File: src/rtl/spram_fifo_ctrl.sv
// FIFO controller in front of a single-port SRAM with a 2-entry register output buffer.
// Optional SPF_BYPASS_EN: pushes into an empty pipeline go straight to the output buffer.
module spram_fifo_ctrl #(
  parameter int WIDTH = 64,
  parameter int DEPTH = 16,
  parameter int AW    = 4
) (
  input  logic             clk,
  input  logic             rst,
  input  logic             in_valid,
  output logic             in_ready,
  input  logic [WIDTH-1:0] in_data,
  output logic             out_valid,
  input  logic             out_ready,
  output logic [WIDTH-1:0] out_data,
  output logic [AW+1:0]    count,
  output logic             ram_ceb,
  output logic             ram_web,
  output logic [AW-1:0]    ram_a,
  output logic [WIDTH-1:0] ram_d,
  input  logic [WIDTH-1:0] ram_q
);

  localparam logic [AW:0] mem_full_c = (AW+1)'(DEPTH);

  logic [AW-1:0]    wr_ptr_r;
  logic [AW-1:0]    rd_ptr_r;
  logic [AW:0]      mem_cnt_r;
  logic             rd_inflight_r;
  logic [1:0]       ob_cnt_r;
  logic [WIDTH-1:0] ob0_r;
  logic [WIDTH-1:0] ob1_r;
  logic [AW-1:0]    ram_a_r;
  logic [WIDTH-1:0] ram_d_r;

  logic             pop_s;
  logic             rd_go_s;
  logic             wr_go_s;
  logic             byp_s;
  logic             mem_wr_s;
  logic             app_s;
  logic [1:0]       ob_left_s;
  logic [2:0]       rd_occ_s;
  logic [WIDTH-1:0] app_data_s;

  // Arbitration: reads win the single SRAM port; nothing is issued while rst is high.
  always_comb begin
    pop_s     = !rst && (ob_cnt_r != 2'd0) && out_ready;
    ob_left_s = ob_cnt_r - {1'b0, pop_s};
    rd_occ_s  = {1'b0, ob_cnt_r} + {2'b00, rd_inflight_r} - {2'b00, pop_s};
    rd_go_s   = !rst && (mem_cnt_r != {(AW+1){1'b0}}) && (rd_occ_s < 3'd2);
    in_ready  = !rst && (mem_cnt_r != mem_full_c) && !rd_go_s;
    wr_go_s   = in_valid && in_ready;
`ifdef SPF_BYPASS_EN
    byp_s     = (mem_cnt_r == {(AW+1){1'b0}}) && !rd_inflight_r && (ob_left_s < 2'd2);
`else
    byp_s     = 1'b0;
`endif
    mem_wr_s   = wr_go_s && !byp_s;
    app_s      = rd_inflight_r || (wr_go_s && byp_s);
    app_data_s = rd_inflight_r ? ram_q : in_data;
  end

  // SRAM port drive; address and data hold their last values on idle cycles.
  always_comb begin
    if (rd_go_s) begin
      ram_ceb = 1'b0;
      ram_web = 1'b1;
      ram_a   = rd_ptr_r;
      ram_d   = ram_d_r;
    end else if (mem_wr_s) begin
      ram_ceb = 1'b0;
      ram_web = 1'b0;
      ram_a   = wr_ptr_r;
      ram_d   = in_data;
    end else begin
      ram_ceb = 1'b1;
      ram_web = 1'b1;
      ram_a   = ram_a_r;
      ram_d   = ram_d_r;
    end
  end

  // Occupancy and head-of-queue outputs, all derived from registers.
  always_comb begin
    out_valid = (ob_cnt_r != 2'd0);
    out_data  = ob0_r;
    count     = {1'b0, mem_cnt_r} + {{(AW+1){1'b0}}, rd_inflight_r} + {{AW{1'b0}}, ob_cnt_r};
  end

  // Pointer, counter and output-buffer state.
  always_ff @(posedge clk) begin
    if (rst) begin
      wr_ptr_r      <= {AW{1'b0}};
      rd_ptr_r      <= {AW{1'b0}};
      mem_cnt_r     <= {(AW+1){1'b0}};
      rd_inflight_r <= 1'b0;
      ob_cnt_r      <= 2'd0;
      ob0_r         <= {WIDTH{1'b0}};
      ob1_r         <= {WIDTH{1'b0}};
      ram_a_r       <= {AW{1'b0}};
      ram_d_r       <= {WIDTH{1'b0}};
    end else begin
      wr_ptr_r      <= wr_ptr_r + {{(AW-1){1'b0}}, mem_wr_s};
      rd_ptr_r      <= rd_ptr_r + {{(AW-1){1'b0}}, rd_go_s};
      mem_cnt_r     <= mem_cnt_r + {{AW{1'b0}}, mem_wr_s} - {{AW{1'b0}}, rd_go_s};
      rd_inflight_r <= rd_go_s;
      ram_a_r       <= ram_a;
      ram_d_r       <= ram_d;
      ob_cnt_r      <= ob_left_s + {1'b0, app_s};
      // New entry lands at the first free slot left after this cycle's pop.
      if (app_s && (ob_left_s == 2'd0)) begin
        ob0_r <= app_data_s;
      end else if (pop_s) begin
        ob0_r <= ob1_r;
      end else begin
        ob0_r <= ob0_r;
      end
      if (app_s && (ob_left_s != 2'd0)) begin
        ob1_r <= app_data_s;
      end else begin
        ob1_r <= ob1_r;
      end
    end
  end

endmodule

File: config.mk
export PLATFORM = sky130hd
export DESIGN_NAME = spram_fifo_ctrl
export DESIGN_NICKNAME = d
export VERILOG_FILES = /design/src/rtl/spram_fifo_ctrl.sv
export SDC_FILE = /design/constraint.sdc
export NUM_CORES = 1
export LEC_CHECK = 0
export ABC_AREA = 1
export BUFFER_PORTS_ARGS = -buffer_cell sky130_fd_sc_hd__buf_2
export CAP_MARGIN = 20
export CORE_ASPECT_RATIO = 0.6
export CORE_MARGIN = 1.5
export CORE_UTILIZATION = 55
export CTS_CLUSTER_DIAMETER = 60
export CTS_CLUSTER_SIZE = 16
export DETAILED_ROUTE_END_ITERATION = 12
export PLACE_DENSITY = 0.82
export SYNTH_ARGS = -nofsm -noshare
export SYNTH_HDL_FRONTEND = slang
export SYNTH_SLANG_ARGS = --single-unit
File: constraint.sdc
create_clock -name clk -period 6.4 [get_ports clk]
set_input_delay 0.64 -clock clk [delete_from_list [all_inputs] [get_ports clk]]
set_output_delay 0.64 -clock clk [all_outputs]
set_load 0.02 [all_outputs]
==> key figures <==
Clock tree
  • CTS buffer count: 17
  • CTS tree: yes
  • Bufs on Longest Clock Path: 3
  • Clock Root Buffer: clkbuf_16
  • Htree depth: 1
  • Sink Count: around 210
  • Post-CTS setup buffer count: 0
  • Worst skew pair latency: between 0.4 and 0.5 ns
  • Clock-pin slew on the worst setup and hold paths: 0.07 ns
  • Number of hold buffers added after cts: 0
  • CTS resizes: 0

Pwr
  • Final Total Pwr: about 5.6 mW
  • Static Leakage: just over 6 nW
  • Clk network pwr share: between 10% and 20%
  • Switching Share: 45.76%
  • Combinational group share of total power: between 40% and 50%
  • PwrDens: slightly below 500 nW/um^2
  • Reg power frac: 33.8%
  • P_int: 3.059 mW
  • Peak supply drop: approximately 0.00026 V
  • P_sw: between 2 and 3 mW

Place
  • GPL Wtd Cong: between 0.9 and 1
  • Detailed Place HPWL: 17510 um
  • Dpl cells: ~1800
  • Port Buffers: between 200 and 300

Cells and area
  • Ant diodes: 0
  • Fillers: 1540
  • Area added between synthesis and finish: 17.08%
  • # nets final: 1772
  • Post-route insts no fill: 1853
  • Share of post-route cells with drive strength above 1: between 20% and 30%

Floorplanning
  • Die H: around 110 um
  • Starting Density: about 57%
  • Die Width: between 150 and 200 um
  • I/O Pins: about 270
  • Core area: ~17000 sq um
  • Die area: roughly 19000 sq um
  • FP Rows: 37

Worst setup path
  • WP data arrival: roughly 4.4 ns
  • Worst Setup End Kind: output pin
  • WS Path Type: reg2out
  • Top delay family on crit path: simple AND/OR/NAND/NOR gates
  • CP Data Required Time: roughly 5.8 ns
  • Slowest CP cell: nand3_4
  • Buf/Inv on CP: 6
  • CP startpoint kind: flop
  • Crit-path cells: inv_2 -> nand2_1 -> nand3_4 -> inv_1 -> ha_1 -> or2_2 -> fa_1 -> inv_1 -> nand2_1 -> nand2_1 -> nor2_2 -> nand2_4 -> nand3_4 -> buf_4 -> o21ai_0 -> inv_1 -> buf_2
  • FF-to-FF setup slack: between 1.5 and 2 ns
  • Worst-path maximum fanout: 59
  • Max stage delay on crit path: roughly 0.64 ns

Logic synthesis
  • Synth warn: 0
  • Syn Nets: 1567
  • Post-synth top area cell: dfxtp_1
  • Syn Area/Cell: roughly 7 sq um
  • Cells after Synth: 1413
  • Flops & latches, synth: 212
  • Sequential area share after synthesis: between 40% and 50%
  • Post-synth ARST share: 0%
  • Most used DFF post-synth: dfxtp_1
  • Synth cell types: 31
  • Post-synthesis cell area: 9950 sq um
  • Post-synth EDFFs: 0
  • Top cells by area, synth: dfxtp_1 (43%), nand2_1 (13%), o21ai_0 (9.1%)
  • Share of the synthesized area in the top cell type: a little over two fifths

STA
  • Final Hold Violating Endpoints: 0
  • Max_slew headroom: a little over a quarter
  • Worst Skew: around 0.021 ns
  • Final setup fails: 0
  • Period utilization: ~79%
  • Total negative slack: 0 ns
  • Slew @ Worst Pin: 1.089 ns
  • RSZ-0062 raised after global routing: no
  • Fin Hold WS: approximately 0.42 ns
  • Max Fclk: between 150 and 200 MHz
  • Max Slew Vio Count: 0
  • Final min period: slightly above 5 ns

Drt
  • DR vias: ~9500
  • DR iter-0 viols: around 740
  • Drt total wl: around 27000 um
  • Avg WL per Cell: ~14 um
  • Detail Route Antenna Nets: 0
  • Vias per std cell: between 5 and 6
  • Drt pass-1 iters: 5
  • DRC: 0

Global routing
  • Largest net degree at the start of global routing: approximately 110
  • Total GRT Usage: between 20% and 30%
  • Initial antenna violation count: 1
  • Grt ovf: 0
  • Vias in the first global route: approximately 8600
  • Global-route wire length before repair: roughly 42000 um

Run status
  • Outcome: finished, final reports clean

Job
  • Max cap viols: 0

Worst hold path
  • Worst min-delay path category: in2reg
power groups by stage:
stage / logic (mW) / clock network, mW / registers [mW]
floorplan: 1.82 / 0 / 2.12
global placement: 2.71 / 0 / 1.92
detailed placement: 2.76 / 0 / 1.93
CTS: 2.78 / 0.963 / 1.90
global route: 3.12 / 1.01 / 1.94
finish: 2.79 / 0.948 / 1.90
layout make-up:
type,count,area [sq um],area share (%)
Clock buffer,18,429.2,3.684
Inverter,214,807.0,6.928
Timing Repair Buffer,281,1441,12.37
Tap cell,234,292.8,2.513
Multi-Input combinational cell,892,4405,37.82
Sequential cell,212,4248,36.47
Clock inverter,2,25.02,0.2148
layer usage:
layer	part of all wire (%)	GRT usage, %	up-vias
met4	1.6	5.630	0
met2	44	44.87	340
met1	45	37.78	4297
met5	0	0	-
met3	9.0	6.418	35
li1	-	-	4808
state kept, by name (all words and copies together), names as in the netlist:
register,flops
app_s,1
ram_a_r,4
mem_cnt_r,5
rd_ptr_r,4
ob1_r,64
out_data,64
wr_ptr_r,4
ram_d_r,64
ob_cnt_r,2
synthesized netlist by cell type, types with 2 or more instances:
| library cell | number |
|---|---|
| inv_2 | 3 |
| ha_1 | 18 |
| dfxtp_1 | 212 |
| xor2_1 | 5 |
| nand3_4 | 2 |
| nand2_1 | 357 |
| buf_2 | 21 |
| o21ai_1 | 9 |
| nor2_1 | 83 |
| o21ai_0 | 180 |
| inv_1 | 209 |
| o21ai_2 | 50 |
| fa_1 | 4 |
| nand4_1 | 4 |
| clkbuf_1 | 49 |
| clkbuf_2 | 5 |
| nand3_1 | 31 |
| a21oi_1 | 133 |
| buf_6 | 15 |
| nand2_2 | 7 |
| xnor2_1 | 3 |
| buf_1 | 4 |
path summary, 6_finish.rpt:
| path | from | end | cells past startpoint |
|---|---|---|---|
| setup reg to reg | ob_cnt_r[1] | mem_cnt_r[4] | 20 |
| setup / recovery | ob_cnt_r[1] | ram_d[16] | 17 |
| hold / removal | in_data[50] | ram_d_r[50] | 3 |
| hold reg to reg | ob1_r[22] | ob1_r[22] | 2 |
cells in the final DEF (no fill, tap or decap), types with 5 or more instances in the layout:
cell type  instances
nand2_1          357
buf_2            272
dfxtp_1          211
inv_1            208
o21ai_0          180
a21oi_1          133
nor2_1            83
o21ai_2           50
nand3_1           31
ha_1              18
clkbuf_16         17
o21ai_1            9
buf_4              8
nand2_2            6
xor2_1             5
cell families after synthesis:
kind of cell | Yosys count | synth area share [%]
xor+xnor | 9 | 0.8678
fa+ha+maj | 22 | 3.068
buf+inv | 309 | 13.19
compound gates | 372 | 20.60
flops | 212 | 42.66
simple gates | 489 | 19.62
worst reg2reg max path, stage by stage (launching register included):
cell and delay [ns]:
dfxtp_1 0.56, inv_2 0.07, nand2_1 0.13, nand3_4 0.07
inv_1 0.08, ha_1 0.22, or2_2 0.30, fa_1 0.49
nand2_1 0.06, nor2_2 0.18, nand2_4 0.12, nand3_4 0.59
inv_1 0.15, ha_1 0.31, inv_1 0.04, ha_1 0.20
fa_1 0.41, nand3_1 0.11, nand2_1 0.07, o21ai_0 0.15
a21oi_1 0.06
metrics by stage:
step / util (%) / instance area [sq um] / worst slack (ns)
floorplan: - / 9950 / 1.975
global placement: 64.20 / 11170 / 1.465
detailed placement: 64.20 / 11170 / 1.367
CTS: 66.81 / 11630 / 1.364
global route: 66.92 / 11650 / 0.9820
finish: 66.92 / 11650 / 1.352
No activity file was read; power rests on OpenSTA's default activity.
